$ cat config.mk
export PLATFORM = sky130hd
export DESIGN_NAME = sd_decimation_controller
export DESIGN_NICKNAME = d
export VERILOG_FILES = /design/src/rtl/sd_decimation_controller.sv
export SDC_FILE = /design/constraint.sdc
export NUM_CORES = 1
export LEC_CHECK = 0
export ABC_AREA = 1
export BUFFER_PORTS_ARGS = -buffer_cell sky130_fd_sc_hd__buf_2
export CAP_MARGIN = 20
export CORE_MARGIN = 5
export CORE_UTILIZATION = 45
export CTS_CLUSTER_SIZE = 30
export DETAILED_ROUTE_END_ITERATION = 12
export GPL_TIMING_DRIVEN = 0
export PLACE_DENSITY = 0.69
export SETUP_SLACK_MARGIN = 0.1
export SYNTH_ARGS = -nofsm -noshare
export SYNTH_HDL_FRONTEND = slang
export SYNTH_SLANG_ARGS = --single-unit
$ cat constraint.sdc
create_clock -name clk -period 1.5 [get_ports clk]
set_clock_uncertainty 0.05 [all_clocks]
set_input_delay 0.15 -clock clk [delete_from_list [all_inputs] [get_ports clk]]
set_output_delay 0.15 -clock clk [all_outputs]
set_load 0.01 [all_outputs]
$ cat src/rtl/sd_decimation_controller.sv
// Sequencer for the sigma-delta receive chain: shared clock-enable, modulator/filter reset,
// settling-frame discard and a valid/ready output stage with sticky overrun.
module sd_decimation_controller #(
  parameter int unsigned CLK_DIV    = 4,
  parameter int unsigned OSR        = 16,
  parameter int unsigned SETTLE     = 3,
  parameter int unsigned DATA_WIDTH = 13
) (
  input  logic                  clk,
  input  logic                  rst_n,
  input  logic                  run,
  output logic                  en,
  output logic                  sdRst,
  input  logic [DATA_WIDTH-1:0] filtIn,
  output logic [DATA_WIDTH-1:0] outData,
  output logic                  outValid,
  input  logic                  outReady,
  output logic                  overrun,
  output logic                  settling
);

  localparam int unsigned DivW       = (CLK_DIV > 1) ? $clog2(CLK_DIV) : 1;
  localparam int unsigned EnW        = $clog2(OSR);
  localparam int unsigned FrW        = (SETTLE > 0) ? $clog2(SETTLE + 1) : 1;
  localparam int unsigned SettleLast = (SETTLE > 0) ? SETTLE - 1 : 0;

  typedef enum logic [1:0] {StIdle, StSettle, StRun} state_e;

  state_e                  state_q, state_d;
  logic [DivW-1:0]         div_q, div_d;
  logic [EnW-1:0]          en_cnt_q, en_cnt_d;
  logic [FrW-1:0]          frame_q, frame_d;
  logic                    cap_q, cap_d;
  logic                    en_q, en_d;
  logic                    sd_rst_q, sd_rst_d;
  logic [DATA_WIDTH-1:0]   out_data_q, out_data_d;
  logic                    out_valid_q, out_valid_d;
  logic                    overrun_q, overrun_d;
  logic                    settling_q, settling_d;

  logic active, go, starting;

  always_ff @(posedge clk) begin
    if (!rst_n) begin
      state_q <= StIdle;
    end else begin
      state_q <= state_d;
    end
  end

  always_comb begin
    state_d = state_q;
    unique case (state_q)
      StIdle: begin
        if (run) state_d = (SETTLE == 0) ? StRun : StSettle;
      end
      StSettle: begin
        if (!run) begin
          state_d = StIdle;
        end else if (cap_q && (frame_q == FrW'(SettleLast))) begin
          state_d = StRun;
        end
      end
      StRun: begin
        if (!run) state_d = StIdle;
      end
      default: state_d = StIdle;
    endcase
  end

  assign active   = (state_q != StIdle);
  assign go       = (state_d != StIdle);
  assign starting = !active && go;

  always_comb begin
    div_d       = '0;
    en_cnt_d    = '0;
    frame_d     = '0;
    cap_d       = 1'b0;
    out_data_d  = out_data_q;
    out_valid_d = out_valid_q && !outReady;
    overrun_d   = overrun_q;

    if (active && go) begin
      div_d    = (div_q == DivW'(CLK_DIV - 1)) ? '0 : div_q + DivW'(1);
      en_cnt_d = en_cnt_q;
      if (en_q) en_cnt_d = (en_cnt_q == EnW'(OSR - 1)) ? '0 : en_cnt_q + EnW'(1);
      // The wrapping enable marks the following cycle as the frame boundary.
      cap_d    = en_q && (en_cnt_q == EnW'(OSR - 1));
      frame_d  = frame_q;
      if (state_q == StSettle && cap_q) frame_d = frame_q + FrW'(1);
    end

    en_d       = go && (div_d == DivW'(CLK_DIV - 1));
    sd_rst_d   = !go;
    settling_d = (state_d == StSettle);

    // A capture in the stop cycle still updates data/overrun; stopping still drops valid.
    if (state_q == StRun && cap_q) begin
      if (!out_valid_q || outReady) begin
        out_data_d  = filtIn;
        out_valid_d = 1'b1;
      end else begin
        overrun_d = 1'b1;
      end
    end
    if (!go) out_valid_d = 1'b0;
    if (starting) overrun_d = 1'b0;
  end

  always_ff @(posedge clk) begin
    if (!rst_n) begin
      div_q       <= '0;
      en_cnt_q    <= '0;
      frame_q     <= '0;
      cap_q       <= 1'b0;
      en_q        <= 1'b0;
      sd_rst_q    <= 1'b1;
      out_data_q  <= '0;
      out_valid_q <= 1'b0;
      overrun_q   <= 1'b0;
      settling_q  <= 1'b0;
    end else begin
      div_q       <= div_d;
      en_cnt_q    <= en_cnt_d;
      frame_q     <= frame_d;
      cap_q       <= cap_d;
      en_q        <= en_d;
      sd_rst_q    <= sd_rst_d;
      out_data_q  <= out_data_d;
      out_valid_q <= out_valid_d;
      overrun_q   <= overrun_d;
      settling_q  <= settling_d;
    end
  end

  assign en       = en_q;
  assign sdRst    = sd_rst_q;
  assign outData  = out_data_q;
  assign outValid = out_valid_q;
  assign overrun  = overrun_q;
  assign settling = settling_q;

endmodule
* After elaboration in Yosys (flattened, before gate mapping)
Cells that the tools add are included.
W data, S select, Z words.
** Cells by class
- $add $sub $neg :: 3
- Equal/unequal tests :: 7
- Mux-type cells :: 10
- Bitwise operators :: 2
- Reductions and logical operators :: 21
** Operators with widths (number)
- $mux W2 :: 6
- $eq A2 B2 Y1 const B :: 4
- $logic_and A1 B1 Y1 :: 8
- $reduce_and A2 Y1 :: 4
- $pmux W2 S3 :: 1
- $add A2 B1 Y2 const B :: 2
- $add A4 B1 Y4 const B :: 1
- $eq A2 B1 Y1 const B :: 2
- $eq A4 B4 Y1 const B :: 1
- $logic_not A1 Y1 :: 4
- $mux W4 :: 1
- $reduce_bool A2 Y1 :: 2
- $logic_not A2 Y1 :: 1
- $mux W1 :: 2
- $not A1 Y1 :: 2
- $reduce_or A2 Y1 :: 1
- $logic_or A1 B1 Y1 :: 1
** Word-level totals
- Bits in registers :: 29
- Word-level logic and storage cells :: 54

* Depth between registers and ports, before layout
Gate-level depths: netlist of the first run.
- Depth after elaboration :: 10
- Mapped depth :: 7

* Worst setup path before layout of the first run
No wires, ideal clock.
- Path type :: register to register
- Start :: reg out_valid_q (netlist: outValid)
- End :: reg out_data_q[10] (netlist: outData[10])
- Library setup time :: 0.113 ns
- Data arrival time :: 0.966 ns
- Required time :: 1.337 ns
- Setup slack :: 0.371 ns
- Stages on the path, launching flop included :: 6
- Path buffers :: 1
- Period minus slack after synthesis :: 1.129 ns
- Cells stage by stage :: dfxtp_1 > nand2_1 > clkbuf_1 > nand4_1 > nand2_1 > nor2_1
** Between the ends
- Word-level cells in the longest chain between the ends :: 3
** RTL lines
- from (decl) :: RTL line 37 : logic out_valid_q, out_valid_d;
- from (signal assigned) :: RTL line 131 : out_valid_q <= out_valid_d;
- $logic_not A1 Y1 :: RTL line 100 : if (!out_valid_q || outReady) begin
- $logic_or A1 B1 Y1 :: RTL line 100
- $reduce_and A2 Y1 (no source line)
- to (signal assigned) :: RTL line 130 : out_data_q <= out_data_d;
- to (decl) :: RTL line 36 : logic [DATA_WIDTH-1:0] out_data_q, out_data_d;
Every way passes these cells.
A chain may end at the register's enable or synchronous reset.

* Worst setup path in the final report of the first run
- Start :: reg state_q[1]
- End :: reg out_data_q[10] (netlist: outData[10])
** Between the ends
- Word-level cells in the longest chain between the ends :: 3
** RTL lines
- from (decl) :: RTL line 29 : state_e state_q, state_d;
- from (signal assigned) :: RTL line 45 : state_q <= StIdle;
- from (signal assigned) :: RTL line 47 : state_q <= state_d;
- $eq A2 B2 Y1 :: RTL line 99 : if (state_q == StRun && cap_q) begin
- $logic_and A1 B1 Y1 :: RTL line 99
- $reduce_and A2 Y1 (no source line)
Every way passes these cells.

==> results, run 1 <==
- The worst setup path is captured at a flip-flop.
- STA puts the critical path data arrival time at 1410 ps.
- After synthesis the cells add up to 0.00122 mm^2.
- The class of the tightest hold or removal check is input port to flip-flop.
- The number of enable-type register cells in the synthesized netlist is 0.
- The first detailed-routing pass took 4 iterations.
- The number of levels the H-tree was split into is 2.
- Headroom to the max-slew limit came out at 0.716.
- Detailed routing inserted a total of 1155 vias.
- The detail route stage leaves a number of antenna-violating nets equal to 0.
- The first global-routing pass estimated 4570 um of wire.
- At the later pin of the worst-skew pair, clock insertion delay measures 320 ps.
- After synthesis, the cell types taking the most area are sky130_fd_sc_hd__dfxtp_1, sky130_fd_sc_hd__nor2_1, sky130_fd_sc_hd__nand2_1.
- By startpoint and endpoint, the worst setup path is classified as flip-flop to flip-flop.
- Of all cell types, the one taking the most synthesized area is sky130_fd_sc_hd__dfxtp_1.
- After synthesis, the netlist uses 22 different library cells.
- The cell count after synthesis came out at 165.
- In this run the worst path has a maximum fanout of 10.
- The initial antenna violation count is 0.
- The worst setup slack for register-to-register paths is 270 ps.
- The average instance in the mapped netlist occupies 7.42 um^2.
- The maximum number of pins on one net before global-route repair is 11.
- The clock period could shrink to 1230 ps.
- The fraction of layout instances using a drive strength above 1 is 0.263.
- The commonest cells after synthesis are sky130_fd_sc_hd__nor2_1, sky130_fd_sc_hd__dfxtp_1, sky130_fd_sc_hd__nand2_1.
- Dividing the detail-routed wire length by the instance count gives 10.6 um.
- In the synthesized netlist the dominant register cell turns out to be sky130_fd_sc_hd__dfxtp_1.
- Of the post-synthesis cell area, the dominant cell type holds 0.474.
- After detailed routing, the number of remaining DRC violations is 0.
- The number of DRC markers after the initial detailed-route iteration is 39.
- The via count of the first global-routing pass is 1104.
- Max-cap violations in this run came to 0.
- Relative to the synthesized area, the layout overhead comes to 23.0%.
- The number of primary I/O pins is 35.
- The final critical-path share of the clock period is 0.819.
- Setup violations remaining at the end of the flow were counted as 0.
- Based on the critical path, the design can be clocked at up to 814 MHz.
- The clock tree buffer depth is 2.
- The count of pins over their slew limit is 0.
- Summed over all cells, the static leakage comes to 0.731 nW.
- The global routing usage summed across all routing layers is 0.143.
- After global routing the overflow that remains totals 0.
- The run finished with clean final reports.
- The number of nets handed over by synthesis was 185.
- The total number of clock tree sinks is 29.
- The detailed-route wire length is 2550 um.
- VDD sags by at most 0.000673 V.
- The kind of launch point of the worst setup path is a flip-flop.
- The number of hold buffers added after cts is 0.
- The data required time at the worst endpoint is 1680 ps.
- The area inside the core boundary is 0.00269 mm^2.
- After clock tree synthesis, the clock-pin slew on the worst setup and hold paths is 90 ps.
- The slew at the pin with the worst max-slew slack is 425 ps.
- Setup repair after global routing left no endpoint under its margin.
- The initial utilization of the core area, before any placement, comes to 0.456.
- Dividing the detail-routed via count by the number of cells gives 4.81.
- Detailed placement ended at an HPWL of 1940 um.
- The number of clock buffers added by TritonCTS is 5.
- The antenna diode instance count is 0.
- Synthesis inferred 29 register bits.
- The CTS tree is yes.
- Summed over all failing endpoints, the final setup total negative slack is 0 ps.
- Row generation in the floorplan step produced 19 rows.
- The area of combinational cells with multiple inputs is 513 um^2.
- Summing all flip-flop and latch instances after layout gives 582 um^2.
- Measured along the y axis, the die boundary spans 62.1 um.
- The power per standard cell area is 845 mW/mm^2.
- The congestion estimate from routability-driven global placement came to 0.814.
- The async set-or-reset flop fraction in the synthesized netlist is 0.
- After the flow finishes, the layout carries non-filler instances totaling 240.
- The cell count after placement is 229.
- The final net count is 228.
- After filler insertion, the fill cell instance count of the layout stands at 265.
- The number of port buffers is 33.
- CTS placed an instance of sky130_fd_sc_hd__clkbuf_4 at the clock tree root.
- During synthesis, Yosys emitted a total of 0 warnings.
- The x dimension of the die is 62.1 um.
- Among all cell types in the netlist, the one instantiated most often is sky130_fd_sc_hd__nor2_1.
- The number of hold violations in the final report was 0.
- The completed layout was analyzed and its total power is 1.27 mW.
- The die footprint is 0.00386 mm^2.
- The portion of the post-synthesis area used by sequential elements is 0.474.
repair_timing:
| action | in CTS | in global routing |
|---|---|---|
| gates resized for setup | 0 | 5 |
| endpoints found under the setup margin | 0 | 11 |
| buffers inserted | 0 | 3 |
placed cells by master, fill, tap and decap left out, types with 2 or more instances in the layout:
cell,Yosys,routed
sky130_fd_sc_hd__inv_1,23,23
sky130_fd_sc_hd__nor3_1,3,3
sky130_fd_sc_hd__clkbuf_4,0,5
sky130_fd_sc_hd__nor2_4,2,2
sky130_fd_sc_hd__clkbuf_1,4,3
sky130_fd_sc_hd__nand4_1,14,14
sky130_fd_sc_hd__clkbuf_2,0,2
sky130_fd_sc_hd__o21ai_0,4,4
sky130_fd_sc_hd__a21oi_1,8,8
sky130_fd_sc_hd__buf_2,2,35
sky130_fd_sc_hd__buf_4,0,3
sky130_fd_sc_hd__ha_1,3,3
sky130_fd_sc_hd__nor2_1,32,32
sky130_fd_sc_hd__dfxtp_1,29,28
sky130_fd_sc_hd__nand3_1,4,4
sky130_fd_sc_hd__nor4_1,2,2
sky130_fd_sc_hd__clkinv_2,0,2
sky130_fd_sc_hd__nand2_1,27,27
critical path, cell delays in order (launching register included):
cell	delay (ps)
sky130_fd_sc_hd__dfxtp_2	360
sky130_fd_sc_hd__inv_2	70
sky130_fd_sc_hd__nor2_4	170
sky130_fd_sc_hd__buf_2	250
sky130_fd_sc_hd__nand4_1	120
sky130_fd_sc_hd__nand2_1	80
sky130_fd_sc_hd__nor2_1	40
final cells by class:
| cell class | instances | area share |
|---|---|---|
| clock inverter | 2 | 0.00665 |
| clock buffer | 6 | 0.0274 |
| buffer | 7 | 0.0258 |
| sequential | 29 | 0.387 |
| tap | 31 | 0.0258 |
| multi-input combinational | 104 | 0.341 |
| timing repair buffer | 36 | 0.125 |
| inverter | 25 | 0.0623 |
report_power, final:
group	leakage (nW)	switching, mW	internal [mW]
Combinational	0.464	0.0343	0.0281
Clock	0.0320	0.254	0.178
Sequential	0.235	0.00373	0.774
Total	0.731	0.292	0.980
state kept, by name, indices dropped and copies added, names as in the netlist:
register  count
outData      13
en_cnt_q      4
div_q         2
frame_q       2
state_q       2
cap_q         1
en            1
outValid      1
overrun       1
sdRst         1
settling      1
metrics by stage:
step	instance area [um^2]	hold slack [ps]	setup slack, ps	utilization
floorplan	1220	236	371	-
global placement	1430	360	251	0.531
detailed placement	1430	368	212	0.531
CTS	1480	21.4	196	0.551
global route	1510	46.1	112	0.560
finish	1510	18.5	271	0.560
cell families (layout without fill, tap and decap cells):
group | count (synthesis) | count (layout) | share of synthesized area
flip-flops | 29 | 29 | 0.474
AND/OR/NAND/NOR | 89 | 89 | 0.339
buffers and inverters | 32 | 76 | 0.106
adder cells (fa/ha/maj) | 3 | 3 | 0.0307
AO/OA/AOI/OAI | 12 | 12 | 0.0491
path summary, 6_finish.rpt:
kind	start	to	cells past startpoint
worst min-delay path	run	state_q[1]	3
worst max-delay path	state_q[1]	outData[10]	6
worst max register to register	state_q[1]	outData[10]	6
worst min register to register	overrun	overrun	2
layer usage:
layer  vias up  part of all wire  track usage
li1        609                 -            -
met1       513              0.42        0.154
met2        24              0.49        0.234
met3         9             0.073       0.0667
met4         0             0.018       0.0678
met5         -                 0            0
(Power assumes the default switching activity.)
==> inputs of run 2 (changes only) <==
==> constraint.sdc (replaced) <==
create_clock -name clk -period 1.2 [get_ports clk]
set_clock_uncertainty 0.05 [all_clocks]
set_input_delay 0.12 -clock clk [delete_from_list [all_inputs] [get_ports clk]]
set_output_delay 0.12 -clock clk [all_outputs]
set_load 0.01 [all_outputs]
==> results, run 2 (synthesized netlist as in run 1, its figures left out) <==
- Setup repair after global routing could not meet its margin everywhere.
- The detailed-route wire length is 2740 um.
- In the layout the commonest cells are sky130_fd_sc_hd__buf_2, sky130_fd_sc_hd__nand2_1, sky130_fd_sc_hd__dfxtp_1, sky130_fd_sc_hd__inv_1.
- The critical path in this run is classified as flip-flop to flip-flop.
- Across all layers, the routed design uses 1200 vias.
- Counting I/O delays and the setup requirement, the final critical path takes 1180 ps.
- Leaving out fill and tap cells, the most frequent cell in the layout is sky130_fd_sc_hd__buf_2.
- The run finished with clean final reports.
- The kind of launch point of the worst setup path is a flip-flop.
- At the pin with the least slew margin, the transition time is 415 ps.
- The clock insertion delay at the later pin of the skew report is 310 ps.
- The clock tree root buffer cell is sky130_fd_sc_hd__clkbuf_4.
- Of the cells placed in the final design, the portion with a size suffix greater than 1 is 0.411.
- The number of levels the H-tree was split into is 2.
- In this run, the number of DRC markers left after iteration 0 of detailed routing was 29.
- After filler insertion, the fill cell instance count of the layout stands at 240.
- In the routed design, unresolved DRC markers number 0.
- The final hold slack is 83.6 ps.
- The total power of the final layout is 1.64 mW.
- The worst setup slack for register-to-register paths is 20 ps.
- The CTS tree is yes.
- The die footprint is 0.00386 mm^2.
- The ratio of routed vias to standard cells is 4.90.
- The number of placement rows is 19.
- The detailed-router iteration count before antenna repair is 4.
- The via count of the first global-routing pass is 1102.
- During placement, the flow inserted port buffers numbering 33.
- The final net count is 234.
- The clock tree buffer depth is 2.
- Once detail routing completed, the nets flagged for antenna violations numbered 0.
- The cell leakage power is 0.798 nW.
- The number of primary I/O pins is 35.
- Buffers inserted during clock tree synthesis total 5.
- The number of hold violations in the final report was 0.
- The initial utilization of the core area, before any placement, comes to 0.456.
- The first global-routing pass estimated 4560 um of wire.
- At the end of routability-driven placement, the weighted congestion stood at 0.810.
- The floorplan step set the die height to 62.1 um.
- The total number of clock tree sinks is 29.
- Measured along the x axis, the die boundary spans 62.1 um.
- The relative area change from synthesis to final layout is 36.0%.
- Clock-pin slew was measured on the worst setup and hold paths at 80 ps.
- After detailed routing, the average wire length per cell comes to 11.2 um.
- Setup violations remaining at the end of the flow were counted as 0.
- The number of antenna diodes in the final layout is 0.
- Data arrives at the worst endpoint at 1360 ps.
- After global routing the overflow that remains totals 0.
- The post-DP HPWL is 1870 um.
- The count of pins over their slew limit is 0.
- The endpoint kind of the worst setup timing path is a flip-flop.
- In this run the worst path has a maximum fanout of 10.
- The data required time at the worst endpoint is 1380 ps.
- The register with the most flip-flops in the layout has 13 of them.
- The maximum number of pins on one net before global-route repair is 11.
- The class of the tightest hold or removal check is input port to flip-flop.
- The fmax is 848 MHz.
- The power per standard cell area is 984 mW/mm^2.
- In the global route stage, overall resource usage came out at 0.141.
- The worst voltage drop across the vdd grid is 0.000934 V.
- The initial antenna violation count is 0.
- After floorplanning, the core was sized to cover 0.00269 mm^2.
- Of the available clock period, the critical path in the final layout requires 0.983.
- In this run the tightest slew margin relative to its limit is 0.723.
- The sum of negative setup slack is 0 ps.
- The max-cap violation count is 0.
run 2: cell type report:
cell class	count	area (um^2)	area share
Multi-Input combinational cell	104	594	0.357
Tap cell	31	38.8	0.0233
Inverter	25	96.3	0.0579
Clock buffer	7	55.1	0.0331
Sequential cell	29	591	0.355
Timing Repair Buffer	42	243	0.146
Buffer	7	46.3	0.0278
run 2: final timing paths:
check                           startpoint          end  depth (start not counted)
worst max-delay path            state_q[0]  en_cnt_q[0]                          3
worst min-delay path                   run   state_q[0]                          3
worst max register to register  state_q[0]  en_cnt_q[0]                          3
worst min register to register     overrun      overrun                          2
run 2: per-layer routing:
metal | part of all wire | vias up | track usage
li1 | - | 620 | -
met1 | 0.41 | 547 | 0.146
met2 | 0.51 | 28 | 0.245
met3 | 0.069 | 5 | 0.0667
met4 | 0.011 | 0 | 0.0515
met5 | 0 | - | 0
run 2: what timing repair did:
| item | in CTS | in global routing |
|---|---|---|
| setup buffers | 4 | 3 |
| pin swaps | 5 | 17 |
| gates resized for setup | 10 | 33 |
| hold endpoints to repair | 1 | 0 |
| cloned | 0 | 1 |
| setup endpoints to repair | 24 | 27 |
| hold buffers | 1 | 0 |
run 2: where the power goes:
group	internal [mW]	total [mW]	switching, mW
Clock	0.276	0.581	0.305
Combinational	0.0377	0.0852	0.0475
Sequential	0.966	0.971	0.00497
Total	1.28	1.64	0.358
run 2: through the flow:
step / instances / area, um^2 / util / setup slack (ps)
global route: 245 / 1660 / 0.619 / -59.3
floorplan: 165 / 1230 / - / 97.0
finish: 245 / 1660 / 0.619 / 20.3
CTS: 241 / 1540 / 0.575 / 49.6
detailed placement: 229 / 1430 / 0.533 / -64.2
global placement: 229 / 1430 / 0.533 / -33.3
run 2: critical path: stages, from the launching register on:
cell	delay (ps)
sky130_fd_sc_hd__dfxtp_2	370
sky130_fd_sc_hd__a21oi_1	270
sky130_fd_sc_hd__nand3_2	230
sky130_fd_sc_hd__a21oi_1	180
